--- config.mk ---
export PLATFORM = sky130hd
export DESIGN_NAME = alu_sequencer
export DESIGN_NICKNAME = d
export VERILOG_FILES = /design/src/rtl/alu_sequencer.sv
export SDC_FILE = /design/constraint.sdc
export NUM_CORES = 1
export LEC_CHECK = 0
export ABC_AREA = 1
export CORE_ASPECT_RATIO = 1.2
export CORE_UTILIZATION = 35
export DETAILED_ROUTE_END_ITERATION = 6
export DONT_BUFFER_PORTS = 1
export PLACE_DENSITY_LB_ADDON = 0.12
export SYNTH_ARGS = -nofsm -noshare
export SYNTH_HDL_FRONTEND = slang
export SYNTH_SLANG_ARGS = --single-unit
export TNS_END_PERCENT = 100
--- constraint.sdc ---
create_clock -name clk -period 2.1 [get_ports clk]
set_input_delay 0.42 -clock clk [delete_from_list [all_inputs] [get_ports clk]]
set_output_delay 0.42 -clock clk [all_outputs]
set_load 0.01 [all_outputs]
--- src/rtl/alu_sequencer.sv ---
// Multi-cycle sequencer driving the mini-CPU 8-bit ALU: fetches 16-bit instructions,
// reads a small register file, sequences ALU operations and emits register values.
module alu_sequencer #(
  parameter int unsigned NREGS = 4
) (
  input  logic        clk,
  input  logic        rst_n,
  input  logic        instr_valid,
  output logic        instr_ready,
  input  logic [15:0] instr_data,
  output logic [7:0]  alu_a,
  output logic [7:0]  alu_b,
  output logic [3:0]  alu_op,
  input  logic [7:0]  alu_out,
  output logic        res_valid,
  input  logic        res_ready,
  output logic [7:0]  res_data,
  output logic        flag_z,
  output logic        err
);

  localparam int unsigned DW  = 8;
  localparam int unsigned IW  = 16;
  localparam int unsigned OPW = 4;
  localparam int unsigned RIW = 2;

  localparam logic [2:0] S_IDLE   = 3'd0;
  localparam logic [2:0] S_FETCH  = 3'd1;
  localparam logic [2:0] S_DECODE = 3'd2;
  localparam logic [2:0] S_EXEC   = 3'd3;
  localparam logic [2:0] S_WB     = 3'd4;
  localparam logic [2:0] S_OUT    = 3'd5;

  localparam logic [OPW-1:0] OP_ADD  = 4'h0;
  localparam logic [OPW-1:0] OP_SUB  = 4'h1;
  localparam logic [OPW-1:0] OP_AND  = 4'h2;
  localparam logic [OPW-1:0] OP_OR   = 4'h3;
  localparam logic [OPW-1:0] OP_LDI  = 4'h4;
  localparam logic [OPW-1:0] OP_ADDI = 4'h5;
  localparam logic [OPW-1:0] OP_OUT  = 4'h6;

  logic [2:0]    state_q, state_nx;
  logic          run_q;
  logic [IW-1:0] instr_q, instr_nx;
  logic [DW-1:0] result_q, result_nx;
  logic [DW-1:0] regs_q [NREGS];

  logic [DW-1:0]  alu_a_nx, alu_b_nx, res_data_nx;
  logic [OPW-1:0] alu_op_nx;
  logic           instr_ready_nx, res_valid_nx, flag_z_nx, err_nx;
  logic           wr_en;
  logic [DW-1:0]  wr_data;

  logic [OPW-1:0] opcode;
  logic [RIW-1:0] rd, rs;
  logic [DW-1:0]  imm;

  assign opcode = instr_q[15:12];
  assign rd     = instr_q[11:10];
  assign rs     = instr_q[9:8];
  assign imm    = instr_q[7:0];

  // State register
  always_ff @(posedge clk or negedge rst_n) begin
    if (!rst_n) begin
      state_q <= S_IDLE;
    end else begin
      state_q <= state_nx;
    end
  end

  // Next-state, datapath next values and registered-output next values
  always_comb begin
    state_nx    = state_q;
    instr_nx    = instr_q;
    result_nx   = result_q;
    alu_a_nx    = '0;
    alu_b_nx    = '0;
    alu_op_nx   = '0;
    res_data_nx = res_data;
    flag_z_nx   = flag_z;
    err_nx      = err;
    wr_en       = 1'b0;
    wr_data     = result_q;

    case (state_q)
      // IDLE lingers one settle cycle after reset release before fetching
      S_IDLE: begin
        if (run_q) state_nx = S_FETCH;
      end
      S_FETCH: begin
        if (instr_valid && instr_ready) begin
          instr_nx = instr_data;
          state_nx = S_DECODE;
        end
      end
      // Operands are latched straight into the ALU drive registers for EXEC
      S_DECODE: begin
        case (opcode)
          OP_ADD, OP_SUB, OP_AND, OP_OR: begin
            alu_a_nx  = regs_q[rd];
            alu_b_nx  = regs_q[rs];
            alu_op_nx = {2'b00, opcode[1:0]};
            state_nx  = S_EXEC;
          end
          OP_ADDI: begin
            alu_a_nx  = regs_q[rd];
            alu_b_nx  = imm;
            alu_op_nx = OP_ADD;
            state_nx  = S_EXEC;
          end
          OP_LDI: begin
            state_nx = S_WB;
          end
          OP_OUT: begin
            res_data_nx = regs_q[rd];
            state_nx    = S_OUT;
          end
          default: begin
            err_nx   = 1'b1;
            state_nx = S_FETCH;
          end
        endcase
      end
      S_EXEC: begin
        result_nx = alu_out;
        flag_z_nx = (alu_out == '0);
        state_nx  = S_WB;
      end
      S_WB: begin
        wr_en    = 1'b1;
        wr_data  = (opcode == OP_LDI) ? imm : result_q;
        state_nx = S_FETCH;
      end
      S_OUT: begin
        if (res_valid && res_ready) state_nx = S_FETCH;
      end
      default: begin
        state_nx = S_IDLE;
      end
    endcase

    instr_ready_nx = (state_nx == S_FETCH);
    res_valid_nx   = (state_nx == S_OUT);
  end

  // Datapath, register file and registered outputs
  always_ff @(posedge clk or negedge rst_n) begin
    if (!rst_n) begin
      run_q       <= 1'b0;
      instr_q     <= '0;
      result_q    <= '0;
      regs_q      <= '{default: '0};
      instr_ready <= 1'b0;
      res_valid   <= 1'b0;
      res_data    <= '0;
      alu_a       <= '0;
      alu_b       <= '0;
      alu_op      <= '0;
      flag_z      <= 1'b0;
      err         <= 1'b0;
    end else begin
      run_q       <= 1'b1;
      instr_q     <= instr_nx;
      result_q    <= result_nx;
      instr_ready <= instr_ready_nx;
      res_valid   <= res_valid_nx;
      res_data    <= res_data_nx;
      alu_a       <= alu_a_nx;
      alu_b       <= alu_b_nx;
      alu_op      <= alu_op_nx;
      flag_z      <= flag_z_nx;
      err         <= err_nx;
      if (wr_en) regs_q[rd] <= wr_data;
    end
  end

endmodule
==> flow_summary.yaml, run 1 <==
run_status:
  status: "finished, violations left"
  violations: "hold timing"
floorplan:
  die_h_um: 122
  die_x_um: 102
  ios: 60
  rows: 43
  start_util: 0.360
  die-area_mm2: 0.0124
  coreArea_mm2: 0.0116
logic_synthesis:
  yosysSeqAreaShare: 0.538
  yosys_warnings: 0
  syn_inst: 515
  syn_area_mm2: 0.00419
  synth.avg_cell_area_um2: 8.13
  synth-seq-cells: 90
  ys_types: 30
critical_path:
  crit_path_max_fanout: 9
  cp.required_ps: 2380
  worst-r2r-setup-slack_ps: 480
  crit_type: "flop to flop"
  critical_path.endpoint_type: "flop"
  cpPeakStageDelay_ps: 460
  path_cells: "inv_2, nand3_2, nor2_2, nand2_2, inv_2, nand2_1, nand2_1"
  cp-start-kind: "flop"
  critPathArrivalTime_ps: 1900
  worst_path_max_delay_cell: "dfrtp_1"
route:
  drt-wirelength-per-cell_um: 16.6
  drt-pass1-iter-count: 4
  vias: 3364
  ant_nets: 0
  post_drt_via_cell_ratio: 4.90
  totalWireLength_mm: 11.4
  drc_errors: 0
  drtIter0Drc: 237
sta:
  finalSetupTns_ps: 0
  hold_violations: 90
  period_share: 0.770
  relSlewSlack: 0.633
  min_period_ps: 1620
  tightest_slew_ps: 547
  max_freq_ghz: 0.619
  setup_viol: 0
  slew_violations: 0
  rsz0062_at_grt: "false"
  hold_ws_ps: -229
  fin_ws_ps: 483
  fin_skew_ps: 6.97
placement:
  port-buffer-count: 0
  pre_cts_slack_ps: 492
  dpl.hpwl_mm: 8.33
  gp_congestion: 0.853
hold_path:
  holdCritPathClass: "input port to asynchronous set/reset pin"
global_routing:
  grt-busiest-layer: "met2"
  grt.met1_usage: 0.255
  gr-usage-met3: 0.0310
  grt_usage: 0.202
  use_met2: 0.342
  grt_max_degree: 91
  grt_pass1_wl_mm: 18.3
  first_global_vias: 3350
  grt_overflow: 0
  antenna_found_initial: 0
clock_tree:
  htreeDepth: 3
  ctsResizeCount: 0
  clk_pin_slew_ps: 60
  cts_root_buf: "clkbuf_16"
  cts.sinks: 90
  cts_tree: "built"
  clock_path_buffers: 2
  post_cts_buffers: 0
  clk-insertion-delay-late_ps: 340
  cts_buffers: 9
layout:
  final_common_cell: "nand2_1"
  fin_nets: 552
  nFillCells: 1257
  layout_common_cells: "nand2_1 (192), dfrtp_1 (90), nand3_1 (42)"
  insertedDiodeCount: 0
  final_layout_size_suffix_gt1_frac: 0.121
  syn2layout_area_growth_pct: 11.9
power:
  vdd_drop_max_mv: 0.451
  leakage_nw: 2.37
  p_per_area_mw_per_mm2: 1450
job:
  max_cap_viol_count: 0
## per-layer routing
metal,vias to the layer above,wire length (µm)
met1,1619,4980
met4,0,281
li1,1644,-
met3,15,359
met5,-,0
met2,86,5740
## flip-flops by register name, summed over array words and instances, names as in the netlist, 2 cells and up
| register | flops |
|---|---|
| alu_a | 8 |
| alu_b | 8 |
| alu_op | 2 |
| instr_q | 16 |
| regs_q | 32 |
| res_data | 8 |
| result_q | 8 |
| state_q | 3 |
## kinds of logic (layout without fill, tap and decap cells)
family,count (synthesis),after routing,synth area share
buffers and inverters,65,78,0.0636
AOI/OAI and AO/OA,63,63,0.0816
other,2,3,0.00179
and+or+nand+nor,295,295,0.315
DFF,90,90,0.538
## where the power goes
part / leakage, nW / switching (W) / internal (W)
Combinational: 1.06 / 0.00154 / 0.000755
Sequential: 1.17 / 0.000572 / 0.00233
Clock: 0.135 / 0.000686 / 0.000925
Total: 2.37 / 0.00280 / 0.00401
## through the flow
| stage | hold WS (ps) | power [W] | area [µm²] | utilization | std cells |
|---|---|---|---|---|---|
| floorplan | 124 | 0.00447 | 4190 | - | 516 |
| global placement | 127 | 0.00520 | 4390 | 0.378 | 670 |
| detailed placement | 127 | 0.00522 | 4390 | 0.378 | 670 |
| CTS | -243 | 0.00686 | 4680 | 0.403 | 686 |
| global route | -250 | 0.00735 | 4680 | 0.403 | 686 |
| finish | -229 | 0.00681 | 4680 | 0.403 | 686 |
## synth_stat cells, drive strengths merged
library cell  number  area [µm²]
nor4               1        6.26
clkinv             2        10.0
a22oi              6        45.0
nand4              4        25.0
o21ai             39         195
o21bai             1        7.51
conb               2        7.51
clkbuf             2        8.75
nand3             43         220
dfrtp             90        2250
a31oi              1        6.26
nor3               5        41.3
buf                9        50.0
nand2            206         823
a21oi             16        87.6
inv               52         198
nor2              36         204
## worst paths after layout
kind,from,cells after the start,to
min in group clk,alu_out[0],2,result_q[0]$_DFFE_PN0P_
worst max-delay path,state_q[2]$_DFF_PN0_,7,res_data[7]$_DFFE_PN0P_
max in group asynchronous,rst_n,0,alu_b[4]$_DFF_PN0_
worst min-delay path,rst_n,0,alu_op[1]$_DFF_PN0_
worst max register to register,state_q[2]$_DFF_PN0_,7,res_data[7]$_DFFE_PN0P_
worst min register to register,regs_q[30]$_DFFE_PN0P_,2,regs_q[30]$_DFFE_PN0P_
## worst max-delay path, delay by kind of cell, from the launching register on
family,cells,cell delay (ps)
flip-flops,1,460
buffers and inverters,2,280
AND/OR/NAND/NOR,5,820
## cell type report
type                    instances  area [µm²]  share of cell area
clock buffers                  10         229              0.0489
clock inverters                 6        66.3              0.0142
inverters                      54         208              0.0443
multi-input cells             361        1670               0.357
flip-flops and latches         90        2250               0.481
well taps                     157         196              0.0419
repair buffers                  8        60.1              0.0128
Note: power is estimated with default switching activity, not from simulation.
==> run 2, diff against run 1 <==
clock period = 1.4 ns   (was 2.1 ns; I/O delays follow)
==> flow_summary.yaml, run 2 (synthesis gave the netlist of run 1 again) <==
sta:
  fin_skew_ps: 6.86
  finalSetupTns_ps: -11.3
  hold_violations: 90
  max_freq_ghz: 0.709
  period_share: 1.01
  fin_ws_ps: -11.3
  slew_violations: 0
  setup_viol: 1
  hold_ws_ps: -366
  min_period_ps: 1410
  rsz0062_at_grt: "true"
run_status:
  violations: "hold timing, setup timing"
  status: "finished, violations left"
floorplan:
  die_h_um: 122
  rows: 43
  coreArea_mm2: 0.0116
  start_util: 0.360
  die_x_um: 102
  ios: 60
  die-area_mm2: 0.0124
route:
  ant_nets: 0
  post_drt_via_cell_ratio: 4.86
  drt-pass1-iter-count: 5
  vias: 3475
  drt-wirelength-per-cell_um: 16.4
  drtIter0Drc: 192
  drc_errors: 0
  totalWireLength_mm: 11.7
layout:
  insertedDiodeCount: 0
  fin_cells: 715
  syn2layout_area_growth_pct: 19.2
  final_layout_size_suffix_gt1_frac: 0.188
  fin_nets: 582
  stdcell_area_mm2: 0.00499
  largest_register_ffs: 32
  reg_top3: "regs_q x32, instr_q x16"
  layout_common_cells: "nand2_1 (189), dfrtp_1 (89), nand3_1 (42)"
  final_common_cell: "nand2_1"
  regMostFlops: "regs_q"
clock_tree:
  clock_path_buffers: 2
  htreeDepth: 3
  clk-insertion-delay-late_ps: 340
  cts.sinks: 90
  cts_tree: "built"
  clk_pin_slew_ps: 70
  cts_buffers: 9
  cts_root_buf: "clkbuf_16"
hold_path:
  holdCritPathClass: "input port to asynchronous set/reset pin"
critical_path:
  cp.required_ps: 1680
  cp-start-kind: "flop"
  worst_path_max_delay_cell: "dfrtp_1"
  critPathBufInv: 2
  r2r-start: "state_q[0]$_DFF_PN0_"
  worst-r2r-setup-slack_ps: -10
  critPathArrivalTime_ps: 1690
  r2r.worst_path.cells: 7
  crit_family: "simple AND/OR/NAND/NOR gates"
  path_cells: "nor2_2, nand2_4, buf_4, nor2_4, buf_6, nand3_1, nand2_1"
  cpPeakStageDelay_ps: 430
  crit_type: "flop to flop"
  critical_path.endpoint_type: "flop"
  crit_path_max_fanout: 6
  regToRegEndpoint: "regs_q[6]$_DFFE_PN0P_"
global_routing:
  first_global_vias: 3530
  gr-usage-met3: 0.0281
  antenna_found_initial: 0
  use_met2: 0.339
  grt_usage: 0.208
  grt-busiest-layer: "met2"
  grt_overflow: 0
  grt_max_degree: 91
  grt_pass1_wl_mm: 19.0
  grt.met1_usage: 0.271
power:
  vdd_drop_max_mv: 0.882
  leakage_nw: 2.52
  power.total_w: 0.0109
  p_per_area_mw_per_mm2: 2190
placement:
  place_area_mm2: 0.00459
  dpl.hpwl_mm: 8.51
  gp_congestion: 0.879
  dp_cells: 694
  port-buffer-count: 0
job:
  max_cap_viol_count: 0
run 2: cell count changes in the layout (fill, tap and decap cells not counted), moves of 2 or more:
cell | before | now
nor2_4 | 2 | 5
o21ai_0 | 39 | 36
buf_12 | 0 | 2
inv_1 | 39 | 37
nor2_2 | 2 | 4
nor2_1 | 29 | 25
nand2_1 | 192 | 189
nand2_2 | 11 | 14
o21ai_1 | 0 | 3
buf_6 | 0 | 3
buf_4 | 8 | 32
run 2: what timing repair did:
action / CTS / global route
pin swaps: 4 / 7
endpoints found under the hold margin: 90 / 90
endpoints found under the setup margin: 34 / 48
gates cloned: 1 / 0
setup buffers: 1 / 4
gates resized for setup: 7 / 14
run 2: per-stage QoR:
stage               hold WS [ps]   util  setup WS [ps]
global placement           -12.8  0.395          -70.5
floorplan                  -15.6      -            176
global route                -384  0.429          -97.5
CTS                         -376  0.423          -4.80
finish                      -366  0.429          -11.3
detailed placement         -12.1  0.395          -58.5
run 2: cell type report:
type	instances	area, µm²
Clock buffer	10	239
Inverter	54	210
Fill cell	1227	6630
Clock inverter	5	55.1
Multi-Input combinational cell	362	1720
Tap cell	157	196
Timing Repair Buffer	37	314
Sequential cell	90	2250
run 2: how the worst max path moves through the flow:
stage	start	slack (ps)	to	depth (start not counted)
6_report	state_q[0]$_DFF_PN0_	-10	regs_q[6]$_DFFE_PN0P_	7
5_1_grt	state_q[0]$_DFF_PN0_	-100	regs_q[26]$_DFFE_PN0P_	7
4_1_cts	state_q[1]$_DFF_PN0_	-5	regs_q[26]$_DFFE_PN0P_	7
3_5_place_dp	state_q[0]$_DFF_PN0_	-60	regs_q[6]$_DFFE_PN0P_	6
3_3_place_gp	state_q[0]$_DFF_PN0_	-70	regs_q[6]$_DFFE_PN0P_	6
2_1_floorplan	state_q[0]$_DFF_PN0_	180	regs_q[16]$_DFFE_PN0P_	7
run 2: power breakdown:
part           switching, W  total (W)  internal (W)  leakage [nW]
combinational       0.00267    0.00424       0.00157          1.21
sequential         0.000744    0.00425       0.00351          1.17
clock               0.00100    0.00242       0.00142         0.140
run 2: metal layers:
layer / vias to the layer above / part of all wire
li1: 1704 / -
met1: 1636 / 0.44
met2: 106 / 0.48
met3: 29 / 0.046
met4: 0 / 0.035
met5: - / 0
==> run 3, diff against run 2 <==
CELL_PAD_IN_SITES_DETAIL_PLACEMENT = 0   (was unset)
CELL_PAD_IN_SITES_GLOBAL_PLACEMENT = 2   (was unset)
CORE_UTILIZATION = 33   (was 35)
==> flow_summary.yaml, run 3 (synthesis gave the netlist of run 1 again) <==
run_status:
  status: "finished, violations left"
  violations: "hold timing, setup timing"
sta:
  slew_violations: 0
  fin_ws_ps: -0.0711
  finalSetupTns_ps: -0.0711
  hold_violations: 90
  fin_skew_ps: 4.39
  max_freq_ghz: 0.714
  rsz0062_at_grt: "true"
  period_share: 1.00
  hold_ws_ps: -376
  min_period_ps: 1400
  setup_viol: 1
route:
  drt-pass1-iter-count: 4
  post_drt_via_cell_ratio: 4.82
  drtIter0Drc: 158
  drc_errors: 0
  vias: 3491
  drt-wirelength-per-cell_um: 16.6
  totalWireLength_mm: 12.0
  ant_nets: 0
floorplan:
  die_h_um: 125
  ios: 60
  coreArea_mm2: 0.0122
  die-area_mm2: 0.0131
  die_x_um: 105
  rows: 44
  start_util: 0.343
clock_tree:
  clk-insertion-delay-late_ps: 350
  cts.sinks: 90
  cts_root_buf: "clkbuf_16"
  clk_pin_slew_ps: 60
  cts_buffers: 9
  clock_path_buffers: 2
  htreeDepth: 3
  cts_tree: "built"
power:
  p_sw_frac: 0.402
  seq_power_share: 0.390
  vdd_drop_max_mv: 0.830
  internal_power_w: 0.00671
  leakage_nw: 2.59
  power.net_switching_w: 0.00451
  power.total_w: 0.0112
  share_comb_of_total_power: 0.395
  p_per_area_mw_per_mm2: 2180
  power_frac_clock: 0.215
placement:
  gp_congestion: 0.773
  dpl.hpwl_mm: 8.84
  port-buffer-count: 0
  pre_cts_slack_ps: -70.1
critical_path:
  r2r-start: "state_q[2]$_DFF_PN0_"
  critPathArrivalTime_ps: 1660
  cp.required_ps: 1660
  worst-r2r-setup-slack_ps: -0.07
  crit_type: "flop to flop"
  crit_path_max_fanout: 8
  cp-start-kind: "flop"
  critical_path.endpoint_type: "flop"
  r2r.worst_path.cells: 6
  regToRegEndpoint: "instr_q[14]$_DFFE_PN0P_"
layout:
  reg_top3: "regs_q x32, instr_q x16"
  regMostFlops: "regs_q"
  layout_common_cells: "nand2_1 (184), dfrtp_1 (86), nand3_1 (41)"
  final_common_cell: "nand2_1"
  largest_register_ffs: 32
  fin_nets: 587
  final_layout_size_suffix_gt1_frac: 0.213
  insertedDiodeCount: 0
  syn2layout_area_growth_pct: 22.7
  final_util: 0.420
global_routing:
  first_global_vias: 3414
  grt_max_degree: 91
  grt_overflow: 0
  grt_usage: 0.189
  grt_pass1_wl_mm: 18.7
  antenna_found_initial: 0
job:
  max_cap_viol_count: 0
hold_path:
  holdCritPathClass: "input port to asynchronous set/reset pin"
==> run 3: cell count changes in the layout (fill, tap and decap cells not counted), sizes merged <==
cell      before  now
buf           37   40
clkbuf        10   14
clkinvlp       2    0
==> run 3: final cells by class <==
type	count	area, µm²
clock inverter	3	40.0
multi-input combinational	362	1780
fill	1300	7080
inverter	54	210
sequential	90	2260
clock buffer	12	246
timing repair buffer	42	407
tap	161	201
==> run 3: metrics by stage <==
stage	cell area [µm²]	instances
2_1_floorplan	4190	516
3_3_place_gp	4630	701
6_report	5140	724
3_5_place_dp	4630	701
5_1_grt	5140	724
4_1_cts	4950	716
==> run 3: how the worst max path moves through the flow <==
stage,startpoint,to,cells after the start
after floorplan,state_q[0]$_DFF_PN0_,regs_q[16]$_DFFE_PN0P_,7
after global placement,state_q[2]$_DFF_PN0_,res_data[6]$_DFFE_PN0P_,7
after detailed placement,state_q[0]$_DFF_PN0_,regs_q[25]$_DFFE_PN0P_,6
after CTS,instr_q[12]$_DFFE_PN0P_,regs_q[25]$_DFFE_PN0P_,7
after global routing,state_q[2]$_DFF_PN0_,instr_q[6]$_DFFE_PN0P_,6
final,state_q[2]$_DFF_PN0_,instr_q[14]$_DFFE_PN0P_,6
==> run 3: critical path, cell delays in order, from the launching register on <==
cell,delay (ps)
dfrtp_2,450
inv_4,90
nand3_2,100
nor2_4,330
clkbuf_16,220
nand2_1,50
o21ai_0,70
==> run 3: power groups by stage <==
stage | sequential (W) | combinational (W) | clock, W
2_1_floorplan | 0.00410 | 0.00260 | 0
3_3_place_gp | 0.00436 | 0.00409 | 0
3_5_place_dp | 0.00437 | 0.00410 | 0
4_1_cts | 0.00434 | 0.00419 | 0.00248
5_1_grt | 0.00449 | 0.00498 | 0.00259
6_report | 0.00438 | 0.00443 | 0.00241
==> run 3: timing repair <==
item | 4_1_cts | 5_1_grt
endpoints found under the hold margin | 90 | 90
endpoints found under the setup margin | 29 | 65
buffers inserted | 0 | 4
cloned | 0 | 4
resized for setup | 9 | 27
pin swaps | 0 | 8
==> run 3: per-layer routing <==
metal / track usage / wire (µm) / share of wire / vias to the layer above
met5: 0 / 0 / 0 / -
met4: 0.0713 / 234 / 0.019 / 0
met3: 0.0339 / 520 / 0.043 / 14
met2: 0.305 / 5780 / 0.48 / 77
met1: 0.252 / 5490 / 0.46 / 1678
li1: - / - / - / 1722
